[config.mk]
export PLATFORM = sky130hd
export DESIGN_NAME = alu_seq_param
export DESIGN_NICKNAME = d
export VERILOG_FILES = /design/src/rtl/alu_seq_param.sv
export SDC_FILE = /design/constraint.sdc
export NUM_CORES = 1
export LEC_CHECK = 0
export ABC_AREA = 1
export CAP_MARGIN = 20
export CORE_MARGIN = 8
export CORE_UTILIZATION = 45
export CTS_CLUSTER_DIAMETER = 200
export CTS_CLUSTER_SIZE = 12
export DETAILED_ROUTE_END_ITERATION = 16
export DONT_BUFFER_PORTS = 1
export PLACE_DENSITY = 0.59
export SETUP_SLACK_MARGIN = 0.05
export SLEW_MARGIN = 20
export SYNTH_ARGS = -nofsm -noshare
export SYNTH_HDL_FRONTEND = slang
export SYNTH_SLANG_ARGS = --single-unit
[constraint.sdc]
create_clock -name clk -period 2.6 [get_ports clk]
set_input_delay 0 -clock clk [delete_from_list [all_inputs] [get_ports clk]]
set_output_delay 0 -clock clk [all_outputs]
set_load 0.02 [all_outputs]
[src/rtl/alu_seq_param.sv]
// Registered parametrised ALU with valid/ready handshakes on both sides.
// Single-cycle logic/arithmetic ops; MUL runs as a WIDTH-cycle radix-2 shift-add loop.
module alu_seq_param #(
    parameter int unsigned WIDTH = 8,
    parameter int unsigned CNT_W = $clog2(WIDTH + 1)
) (
    input  logic             clk,
    input  logic             rst_n,
    input  logic             in_valid,
    output logic             in_ready,
    input  logic [WIDTH-1:0] a,
    input  logic [WIDTH-1:0] b,
    input  logic [2:0]       opcode,
    output logic             out_valid,
    input  logic             out_ready,
    output logic [WIDTH-1:0] y,
    output logic [WIDTH-1:0] y_hi,
    output logic             carry,
    output logic             overflow,
    output logic             err
);

    localparam int unsigned ACC_W = 2 * WIDTH;

    localparam logic [2:0] OP_ADD = 3'b000;
    localparam logic [2:0] OP_AND = 3'b001;
    localparam logic [2:0] OP_XOR = 3'b010;
    localparam logic [2:0] OP_MUL = 3'b011;
    localparam logic [2:0] OP_SUB = 3'b100;
    localparam logic [2:0] OP_OR  = 3'b101;

    typedef enum logic [1:0] {
        ST_IDLE = 2'd0,
        ST_MUL  = 2'd1,
        ST_HOLD = 2'd2
    } state_t;

    state_t             state_q, state_d;
    logic               in_ready_q, in_ready_d;
    logic               out_valid_q, out_valid_d;
    logic [WIDTH-1:0]   y_q, y_d;
    logic [WIDTH-1:0]   y_hi_q, y_hi_d;
    logic               carry_q, carry_d;
    logic               overflow_q, overflow_d;
    logic               err_q, err_d;
    logic [WIDTH-1:0]   mcand_q, mcand_d;
    logic [WIDTH-1:0]   mplier_q, mplier_d;
    logic [ACC_W-1:0]   acc_q, acc_d;
    logic [CNT_W-1:0]   cnt_q, cnt_d;

    logic [WIDTH:0]     add_sum;
    logic [WIDTH-1:0]   sub_diff;
    logic [WIDTH:0]     mul_sum;

    // Datapath shared by the accept decode and the multiply loop
    always_comb begin
        add_sum  = {1'b0, a} + {1'b0, b};
        sub_diff = a - b;
        mul_sum  = {1'b0, acc_q[ACC_W-1:WIDTH]}
                 + (mplier_q[0] ? {1'b0, mcand_q} : {(WIDTH + 1){1'b0}});
    end

    // Next-state and registered-output logic
    always_comb begin
        state_d     = state_q;
        in_ready_d  = in_ready_q;
        out_valid_d = out_valid_q;
        y_d         = y_q;
        y_hi_d      = y_hi_q;
        carry_d     = carry_q;
        overflow_d  = overflow_q;
        err_d       = err_q;
        mcand_d     = mcand_q;
        mplier_d    = mplier_q;
        acc_d       = acc_q;
        cnt_d       = cnt_q;

        unique case (state_q)
            ST_IDLE: begin
                if (in_valid) begin
                    in_ready_d = 1'b0;
                    if (opcode == OP_MUL) begin
                        state_d  = ST_MUL;
                        mcand_d  = a;
                        mplier_d = b;
                        acc_d    = '0;
                        cnt_d    = CNT_W'(WIDTH);
                    end else begin
                        state_d     = ST_HOLD;
                        out_valid_d = 1'b1;
                        y_d         = '0;
                        y_hi_d      = '0;
                        carry_d     = 1'b0;
                        overflow_d  = 1'b0;
                        err_d       = 1'b0;
                        case (opcode)
                            OP_ADD: begin
                                y_d        = add_sum[WIDTH-1:0];
                                carry_d    = add_sum[WIDTH];
                                overflow_d = (a[WIDTH-1] == b[WIDTH-1])
                                          && (add_sum[WIDTH-1] != a[WIDTH-1]);
                            end
                            OP_SUB: begin
                                y_d        = sub_diff;
                                carry_d    = (a < b);
                                overflow_d = (a[WIDTH-1] != b[WIDTH-1])
                                          && (sub_diff[WIDTH-1] != a[WIDTH-1]);
                            end
                            OP_AND:  y_d = a & b;
                            OP_OR:   y_d = a | b;
                            OP_XOR:  y_d = a ^ b;
                            default: err_d = 1'b1;
                        endcase
                    end
                end
            end

            ST_MUL: begin
                // Conditional add into the upper half, then shift the whole accumulator right
                acc_d    = ACC_W'({mul_sum, acc_q[WIDTH-1:0]} >> 1);
                mplier_d = mplier_q >> 1;
                cnt_d    = cnt_q - CNT_W'(1);
                if (cnt_q == CNT_W'(1)) begin
                    state_d     = ST_HOLD;
                    out_valid_d = 1'b1;
                    y_d         = acc_d[WIDTH-1:0];
                    y_hi_d      = acc_d[ACC_W-1:WIDTH];
                    carry_d     = 1'b0;
                    overflow_d  = 1'b0;
                    err_d       = 1'b0;
                end
            end

            ST_HOLD: begin
                if (out_ready) begin
                    state_d     = ST_IDLE;
                    out_valid_d = 1'b0;
                    in_ready_d  = 1'b1;
                end
            end

            default: begin
                state_d     = ST_IDLE;
                out_valid_d = 1'b0;
                in_ready_d  = 1'b1;
            end
        endcase
    end

    always_ff @(posedge clk or negedge rst_n) begin
        if (!rst_n) begin
            state_q     <= ST_IDLE;
            in_ready_q  <= 1'b1;
            out_valid_q <= 1'b0;
            y_q         <= '0;
            y_hi_q      <= '0;
            carry_q     <= 1'b0;
            overflow_q  <= 1'b0;
            err_q       <= 1'b0;
            mcand_q     <= '0;
            mplier_q    <= '0;
            acc_q       <= '0;
            cnt_q       <= '0;
        end else begin
            state_q     <= state_d;
            in_ready_q  <= in_ready_d;
            out_valid_q <= out_valid_d;
            y_q         <= y_d;
            y_hi_q      <= y_hi_d;
            carry_q     <= carry_d;
            overflow_q  <= overflow_d;
            err_q       <= err_d;
            mcand_q     <= mcand_d;
            mplier_q    <= mplier_d;
            acc_q       <= acc_d;
            cnt_q       <= cnt_d;
        end
    end

    assign in_ready  = in_ready_q;
    assign out_valid = out_valid_q;
    assign y         = y_q;
    assign y_hi      = y_hi_q;
    assign carry     = carry_q;
    assign overflow  = overflow_q;
    assign err       = err_q;

endmodule
# After elaboration in Yosys (flattened, before gate mapping)
# Cells that the tools add are included.
[word_totals]
register_bits = 59
[classes]
n_reduce_logical = 12
bitwise_logic = 4
order_cmp = 1
n_addsub = 4
eq_ne = 17
n_mux = 45
[op_table]
columns = ["op", "count"]
rows = [
  ["$mux 8", 9],
  ["$pmux 8 s2", 3],
  ["$pmux 8 s5", 1],
  ["$mux 16", 2],
  ["$pmux 16 s2", 1],
  ["$add 8x8->9", 2],
  ["$mux 1", 14],
  ["$reduce_and 3->1", 4],
  ["$ne 2x2->1 const B", 5],
  ["$pmux 1 s2", 5],
  ["$and 8x8->8", 1],
  ["$lt 8x8->1", 1],
  ["$mux 2", 4],
  ["$mux 4", 2],
  ["$or 8x8->8", 1],
  ["$pmux 4 s2", 1],
  ["$reduce_and 4->1", 2],
  ["$sub 8x8->8", 1],
  ["$xor 8x8->8", 1],
  ["$eq 3x2->1 const B", 2],
  ["$eq 3x3->1 const B", 2],
  ["$pmux 1 s3", 2],
  ["$pmux 2 s3", 1],
  ["$reduce_or 5->1", 1],
  ["other kinds (12)", 15],
]

# Longest topological paths before layout
# Gate-level depths: netlist of run 1.
[depth]
depth_word = 7
mapped_depth = 15
ltp_nobuf = 14

# Least setup slack after synthesis of run 1
# Ideal clock, no wire load.
[synth_path]
kind = "reg-to-reg"
from = "register mplier_q[0]"
to = "register y_hi_q[5], in the netlist y_hi[5]"
setup_ns = 0.119
stages_incl_launch_ff = 16
setup_slack_ns = 0.492
n_path_buf = 1
arrival_ns = 1.989
required_time_ns = 2.481
path_cell_list = "dfrtp_1 > clkbuf_1 > nand2_1 > inv_1 > ha_1 > inv_1 > fa_1 > inv_1 > nand3_1 > nand2_1 > nand2_1 > nand2_1 > a21oi_1 > or2_2 > nand4_1 > nand2_1"
[synth_between]
elab_chain_len = 4
[synth_rtl]
columns = ["item", "line_no", "rtl"]
rows = [
  ["from (decl)", "47", "logic [WIDTH-1:0] mplier_q, mplier_d;"],
  ["from (signal assigned)", "174", "mplier_q <= mplier_d;"],
  ["$mux 8", "60", "+ (mplier_q[0] ? {1'b0, mcand_q} : {(WIDTH + 1){1'b0}});"],
  ["$add 8x8->9", "60", ""],
  ["$mux 8", "123", "if (cnt_q == CNT_W'(1)) begin"],
  ["$pmux 8 s2", "78", "unique case (state_q)"],
  ["to (signal assigned)", "169", "y_hi_q <= y_hi_d;"],
  ["to (decl)", "42", "logic [WIDTH-1:0] y_hi_q, y_hi_d;"],
]
# No other way between the ends. The select of a mux whose other input is x is not followed.
# A chain may end at the register's enable or synchronous reset.

# Worst setup path after layout of run 1
[layout_path]
from = "register cnt_q[1]"
to = "register err_q, in the netlist err"
[layout_between]
elab_chain_len = 3
[layout_rtl]
columns = ["item", "line_no", "rtl"]
rows = [
  ["from (decl)", "49", "logic [CNT_W-1:0] cnt_q, cnt_d;"],
  ["from (signal assigned)", "176", "cnt_q <= cnt_d;"],
  ["$eq 4x1->1", "123", ""],
  ["$ne 2x2->1 (no source line)", "n/a", ""],
  ["$reduce_and 4->1 (no source line)", "n/a", ""],
  ["to (signal assigned)", "172", "err_q <= err_d;"],
  ["to (decl)", "45", "logic err_q, err_d;"],
]
# No other way between the ends.

==> results of run 1 <==
## sequential cells by signal, indices dropped and copies added, names as in the netlist
signal,cells
y_hi,8
y,8
err,1
overflow,1
carry,1
out_valid,1
in_ready,1
state_q,2
mplier_q,8
cnt_q,4
acc_q,15
mcand_q,8
## what timing repair did
item | 4_1_cts | 5_1_grt
endpoints found under the setup margin | 0 | 1
endpoints found under the hold margin | 79 | 0
gates resized for setup | 0 | 1
hold buffers | 23 | 0
## path summary, 6_finish.rpt
check / from / cells past startpoint / slack (ns) / end
setup / recovery: cnt_q[1] / 7 / 0.25 / err
hold / removal: opcode[2] / 5 / 0.1 / y[0]
setup reg to reg: cnt_q[1] / 7 / 0.25 / err
hold reg to reg: acc_q[1] / 2 / 0.48 / acc_q[1]
max in group asynchronous: rst_n / 2 / 2.12 / in_ready
min in group asynchronous: rst_n / 2 / 0.20 / acc_q[10]
## area by class of cell
class	count	area, um^2
inverters	86	323
well taps	108	135
multi-input cells	371	2110
fillers	814	4090
clock buffers	9	124
flip-flops and latches	58	1450
clock inverters	7	125
repair buffers	26	270
## routing by layer
metal | share of wire [%] | wire length, um | track usage [%] | up-vias
li1 | - | - | - | 1778
met1 | 44 | 4740 | 23.6 | 1634
met2 | 48 | 5110 | 31.0 | 86
met3 | 5.0 | 536 | 4.10 | 19
met4 | 2.9 | 312 | 8.29 | 0
met5 | 0 | 0 | 0 | -
## worst min-delay path, delay by kind of cell
kind | cells | cell delay [ns]
and+or+nand+nor | 2 | 0.14
buffers and inverters | 1 | 0.07
AOI/OAI and AO/OA | 2 | 0.19
## through the flow
stage	hold WS, ns	utilization (%)	instances	cell area (um^2)
floorplan	-0.296	-	531	3970
global placement	-0.293	46.8	626	4040
detailed placement	-0.293	46.8	626	4040
CTS	0.0764	52.5	665	4540
global route	0.0823	52.6	665	4540
finish	0.0965	52.6	665	4540
## cell usage after synthesis, drive strengths merged, types with 7 or more instances
master	count
o211ai	7
nand3	37
ha	34
nor2	34
nand4	9
o22ai	8
buf	12
o21ai	44
inv	86
nand2	137
a21oi	33
dfrtp	57
## cells by family (layout without fill, tap and decap cells)
family	Yosys count	after routing	synth area share [%]
simple gates	226	226	24.8
compound gates	106	106	15.6
buf+inv	102	128	10.3
flops	58	58	36.6
fa+ha+maj	37	37	12.2
xor+xnor	2	2	0.442
## report_power, final
part,internal [mW],switching [mW],total (mW)
combinational,0.428,0.762,1.19
sequential,1.19,0.317,1.51
clock,0.647,0.420,1.07
total,2.27,1.50,3.77
==> flow_summary.json, run 1 <==
{
  "critical_path.top_delay_family": "buffers and inverters",
  "worstMarginPinSlew_ns": 0.469,
  "cts_made_buffers": 9,
  "layout.nets": 612,
  "routedWlPerCell_um": 16.1,
  "die_y_um": 110,
  "cell_type_with_the_highest_aggregate_area_in_the_netlist": "dfrtp_1",
  "max_capacitance_violation_count": 0,
  "critical_path.max_stage_delay_ns": 0.55,
  "critical_path.cell_chain": "inv_1, ha_1, nand2_1, o21ai_4, inv_2, a32o_1, dlygate4sd3_1",
  "portBuffers": 0,
  "gp_routability_congestion": 0.974,
  "placeableCoreArea_um2": 8640,
  "slew_violations": 0,
  "crit_buf_inv": 3,
  "crit_required_ns": 2.83,
  "layout_worst_path_cycle_share_pct": 90.3,
  "cts-root-to-sink-buffers": 2,
  "global_route_wire_length_before_repair_um": 17700,
  "ys_seq_area_share_pct": 36.6,
  "grt_antenna_before_repair": 0,
  "grt_setup_unrepaired": "false",
  "route.final.wire_length_um": 10700,
  "total_power_mw": 3.77,
  "asyncSetResetFlopFracSynth_pct": 100,
  "layout-area-overhead-vs-synth_pct": 14.5,
  "fin_skew_ns": 0.0103,
  "die_x_um": 110,
  "timing.fmax_ghz": 0.426,
  "die_area_um2": 12100,
  "grt_util_all_layers_pct": 19.0,
  "type_of_the_setup_path_with_the_least_slack": "reg2reg",
  "synth_ff_type": "dfrtp_1",
  "postLayoutSetupSlackWorst_ns": 0.252,
  "period_needed_ns": 2.35,
  "insertion_delay_ns": 0.35,
  "relSlewSlack_pct": 68.7,
  "antennaDiodeCount": 0,
  "routed_via_density": 5.29,
  "drc_errors": 0,
  "post_synth_instance_area_um2": 3970,
  "synth_area_leaders": "dfrtp_1, nand2_1, ha_1, inv_1, nand3_1",
  "floorplan.io_pins": 44,
  "finalSetupViolCount": 0,
  "post_synth_inst_count": 531,
  "finalHoldViolCount": 0,
  "clkTransAtPathRegs_ns": 0.08,
  "power.ir.vdd_worst_uv": 509,
  "ys.warnings.count": 0,
  "status": "finished clean",
  "clock_sink_count": 58,
  "fraction_of_final_layout_cells_sized_beyond_drive_strength_1_pct": 8.26,
  "detailedRoute.firstIterationViolations": 170,
  "hold_class": "in2reg",
  "synth_area_per_inst_um2": 7.47,
  "cp_slowest_cell": "dlygate4sd3_1",
  "worst_ep_arrival_time_ns": 2.58,
  "start_util_pct": 45.9,
  "first_global_vias": 3492,
  "preCtsSetupSlack_ns": 0.410,
  "overflow": 0,
  "synth-seq-cells": 58,
  "layout.cells.most_common": "nand2_1",
  "worst_setup_end_kind": "flop",
  "cts_setup_buffers": 0,
  "place.detailed.hpwl_um": 7680,
  "rows": 34,
  "power-per-cell-area_nw_per_um2": 829,
  "critical_path.max_fanout": 27,
  "grt_start_max_net_pins": 59,
  "synth_edf_count": 0,
  "netlist.area_leader.share_pct": 36.0,
  "leakage_nw": 2.37,
  "layout.cells.most_common_list": "nand2_1, inv_1, dfrtp_1",
  "cts_htree_levels": 3,
  "drtAntennaViolNets": 0,
  "postSynthNetCount": 591,
  "tritoncts": "done",
  "drtPass1Iterations": 5,
  "critical_path.startpoint_type": "flop",
  "ctsRootBufferMaster": "clkbuf_8",
  "synth_cell_types": 41,
  "vias": 3517,
  "finalSetupTns_ns": 0
}
Note: power is estimated with default switching activity, not from simulation.
==> run 2, diff against run 1 <==
--- a/config.mk
+++ b/config.mk
@@ -9,11 +9,11 @@
 export CAP_MARGIN = 20
 export CORE_MARGIN = 8
 export CORE_UTILIZATION = 45
-export CTS_CLUSTER_DIAMETER = 200
+export CTS_CLUSTER_DIAMETER = 50
 export CTS_CLUSTER_SIZE = 12
 export DETAILED_ROUTE_END_ITERATION = 16
 export DONT_BUFFER_PORTS = 1
-export PLACE_DENSITY = 0.59
+export PLACE_DENSITY = 0.61
 export SETUP_SLACK_MARGIN = 0.05
 export SLEW_MARGIN = 20
 export SYNTH_ARGS = -nofsm -noshare
==> constraint.sdc (replaced) <==
create_clock -name clk -period 1.9 [get_ports clk]
set_input_delay 0 -clock clk [delete_from_list [all_inputs] [get_ports clk]]
set_output_delay 0 -clock clk [all_outputs]
set_load 0.02 [all_outputs]
==> flow_summary.json, run 2 (synthesis results as in run 1) <==
{
  "status": "finished clean",
  "p_int_mw": 3.09,
  "cp_slowest_cell": "dfrtp_1",
  "ctsRootBufferMaster": "clkbuf_8",
  "detailedRoute.firstIterationViolations": 200,
  "worst_ep_arrival_time_ns": 2.06,
  "ff_latch_area_um2": 1450,
  "cts-root-to-sink-buffers": 2,
  "place.detailed.hpwl_um": 7700,
  "grt_util_all_layers_pct": 19.0,
  "start_util_pct": 45.9,
  "min_from": "opcode[0]",
  "critical_path.max_fanout": 3,
  "postLayoutSetupSlackWorst_ns": 0.0746,
  "critical_path.startpoint_type": "flop",
  "r2r_path_start": "mcand_q[0]",
  "clkTransAtPathRegs_ns": 0.08,
  "routedWlPerCell_um": 16.0,
  "critical_path.top_delay_family": "simple AND/OR/NAND/NOR gates",
  "multi_input_area_um2": 2240,
  "die_area_um2": 12100,
  "period_needed_ns": 1.83,
  "r2r_setup_slack_ns": 0.07,
  "relSlewSlack_pct": 69.0,
  "rows": 34,
  "overflow": 0,
  "grt_antenna_before_repair": 0,
  "regMostFlops": "acc_q",
  "placeableCoreArea_um2": 8640,
  "slew_violations": 0,
  "critical_path.startpoint": "mcand_q[0]",
  "die_x_um": 110,
  "crit_buf_inv": 3,
  "layout.core_utilization_pct": 54.2,
  "max_capacitance_violation_count": 0,
  "portBuffers": 0,
  "cts_made_buffers": 9,
  "cts_htree_levels": 3,
  "power.combinational.fraction_pct": 35.4,
  "hold_class": "in2reg",
  "p_switching_mw": 2.15,
  "floorplan.io_pins": 44,
  "die_y_um": 110,
  "layout-area-overhead-vs-synth_pct": 17.9,
  "critical_path.cell_chain": "nand2_1, inv_2, ha_4, inv_2, fa_2, inv_2, nand3_2, nand2_2, nand2_2, nand2_2, a21oi_2, or2_4, nand4_1, nand2_1",
  "p_sw_share_pct": 41.0,
  "type_of_the_setup_path_with_the_least_slack": "reg2reg",
  "clock_sink_count": 58,
  "drtAntennaViolNets": 0,
  "drtPass1Iterations": 5,
  "preCtsSetupSlack_ns": 0.0295,
  "pwr-share-clk_pct": 25.3,
  "timing.fmax_ghz": 0.548,
  "layout.cells.most_common": "nand2_1",
  "insertion_delay_ns": 0.35,
  "drc_errors": 0,
  "finalSetupViolCount": 0,
  "final_cell_count_no_fill": 670,
  "first_global_vias": 3493,
  "n_fill_cell": 811,
  "crit_required_ns": 2.13,
  "critical_path.max_stage_delay_ns": 0.35,
  "grt_start_max_net_pins": 59,
  "tritoncts": "done",
  "layout.cells.most_common_list": "nand2_1, inv_1, dfrtp_1",
  "vias": 3581,
  "antennaDiodeCount": 0,
  "routed_via_density": 5.34,
  "fin_skew_ns": 0.0141,
  "worstMarginPinSlew_ns": 0.463,
  "global_route_wire_length_before_repair_um": 17700,
  "leakage_nw": 2.36,
  "layout_worst_path_cycle_share_pct": 96.1,
  "dpl.cell_count": 629,
  "grt_setup_unrepaired": "true",
  "power.ir.vdd_worst_uv": 433,
  "largest_reg_flops": 15,
  "power-per-cell-area_nw_per_um2": 1120,
  "fraction_of_final_layout_cells_sized_beyond_drive_strength_1_pct": 13.9,
  "share_of_total_power_in_sequential_cells_pct": 39.4,
  "gp_routability_congestion": 0.936,
  "total_power_mw": 5.24,
  "worst_setup_end_kind": "flop",
  "finalHoldViolCount": 0,
  "route.final.wire_length_um": 10700,
  "layout.nets": 617
}
## run 2: cell count changes in the layout (fill, tap and decap cells not counted), sizes merged
| cell | previous run | this run |
|---|---|---|
| dlygate4sd3 | 22 | 21 |
| bufinv | 3 | 2 |
| inv | 88 | 87 |
| buf | 4 | 10 |
| clkinvlp | 0 | 2 |
## run 2: power by group through the flow
stage	registers, mW	logic, mW	clock network, mW
CTS	2.06	1.72	1.34
floorplan	1.99	1.27	0
detailed placement	2.08	1.61	0
finish	2.06	1.85	1.33
global placement	2.07	1.58	0
global route	2.12	2.11	1.40
## run 2: worst min-delay path, stage by stage
cell	delay, ns
inv_2	0.03
nand2_2	0.12
a32o_1	0.17
## run 2: per-stage QoR
stage / hold WS (ns) / cell area, um^2 / TNS [ns]
floorplan: -0.296 / 3990 / 0
global placement: -0.293 / 4080 / 0
detailed placement: -0.293 / 4080 / 0
CTS: 0.0113 / 4560 / 0
global route: 0.0232 / 4680 / -0.0293
finish: 0.0128 / 4680 / 0
## run 2: cell type report
class / instances / area share (%)
flip-flops and latches: 58 / 31.1
inverters: 86 / 6.90
well taps: 108 / 2.89
clock inverters: 7 / 2.17
clock buffers: 9 / 2.65
multi-input cells: 371 / 47.8
repair buffers: 31 / 6.53
## run 2: final timing paths
check	cells after the start	to
min reg2reg	2	acc_q[2]
max	14	y_hi[5]
min	3	err
min in group asynchronous	2	y_hi[2]
max in group asynchronous	2	in_ready
max reg2reg	14	y_hi[5]
## run 2: what timing repair did
action / CTS / global route
hold buffers: 22 / 0
pin swaps: 1 / 5
hold endpoints to repair: 81 / 0
resized for setup: 2 / 23
setup endpoints to repair: 3 / 11
buffers inserted: 1 / 2
## run 2: routing by layer
metal / share of wire (%) / track usage, %
met1: 44 / 23.0
met2: 47 / 31.4
met3: 5.6 / 3.93
met4: 3.4 / 9.26
met5: 0 / 0
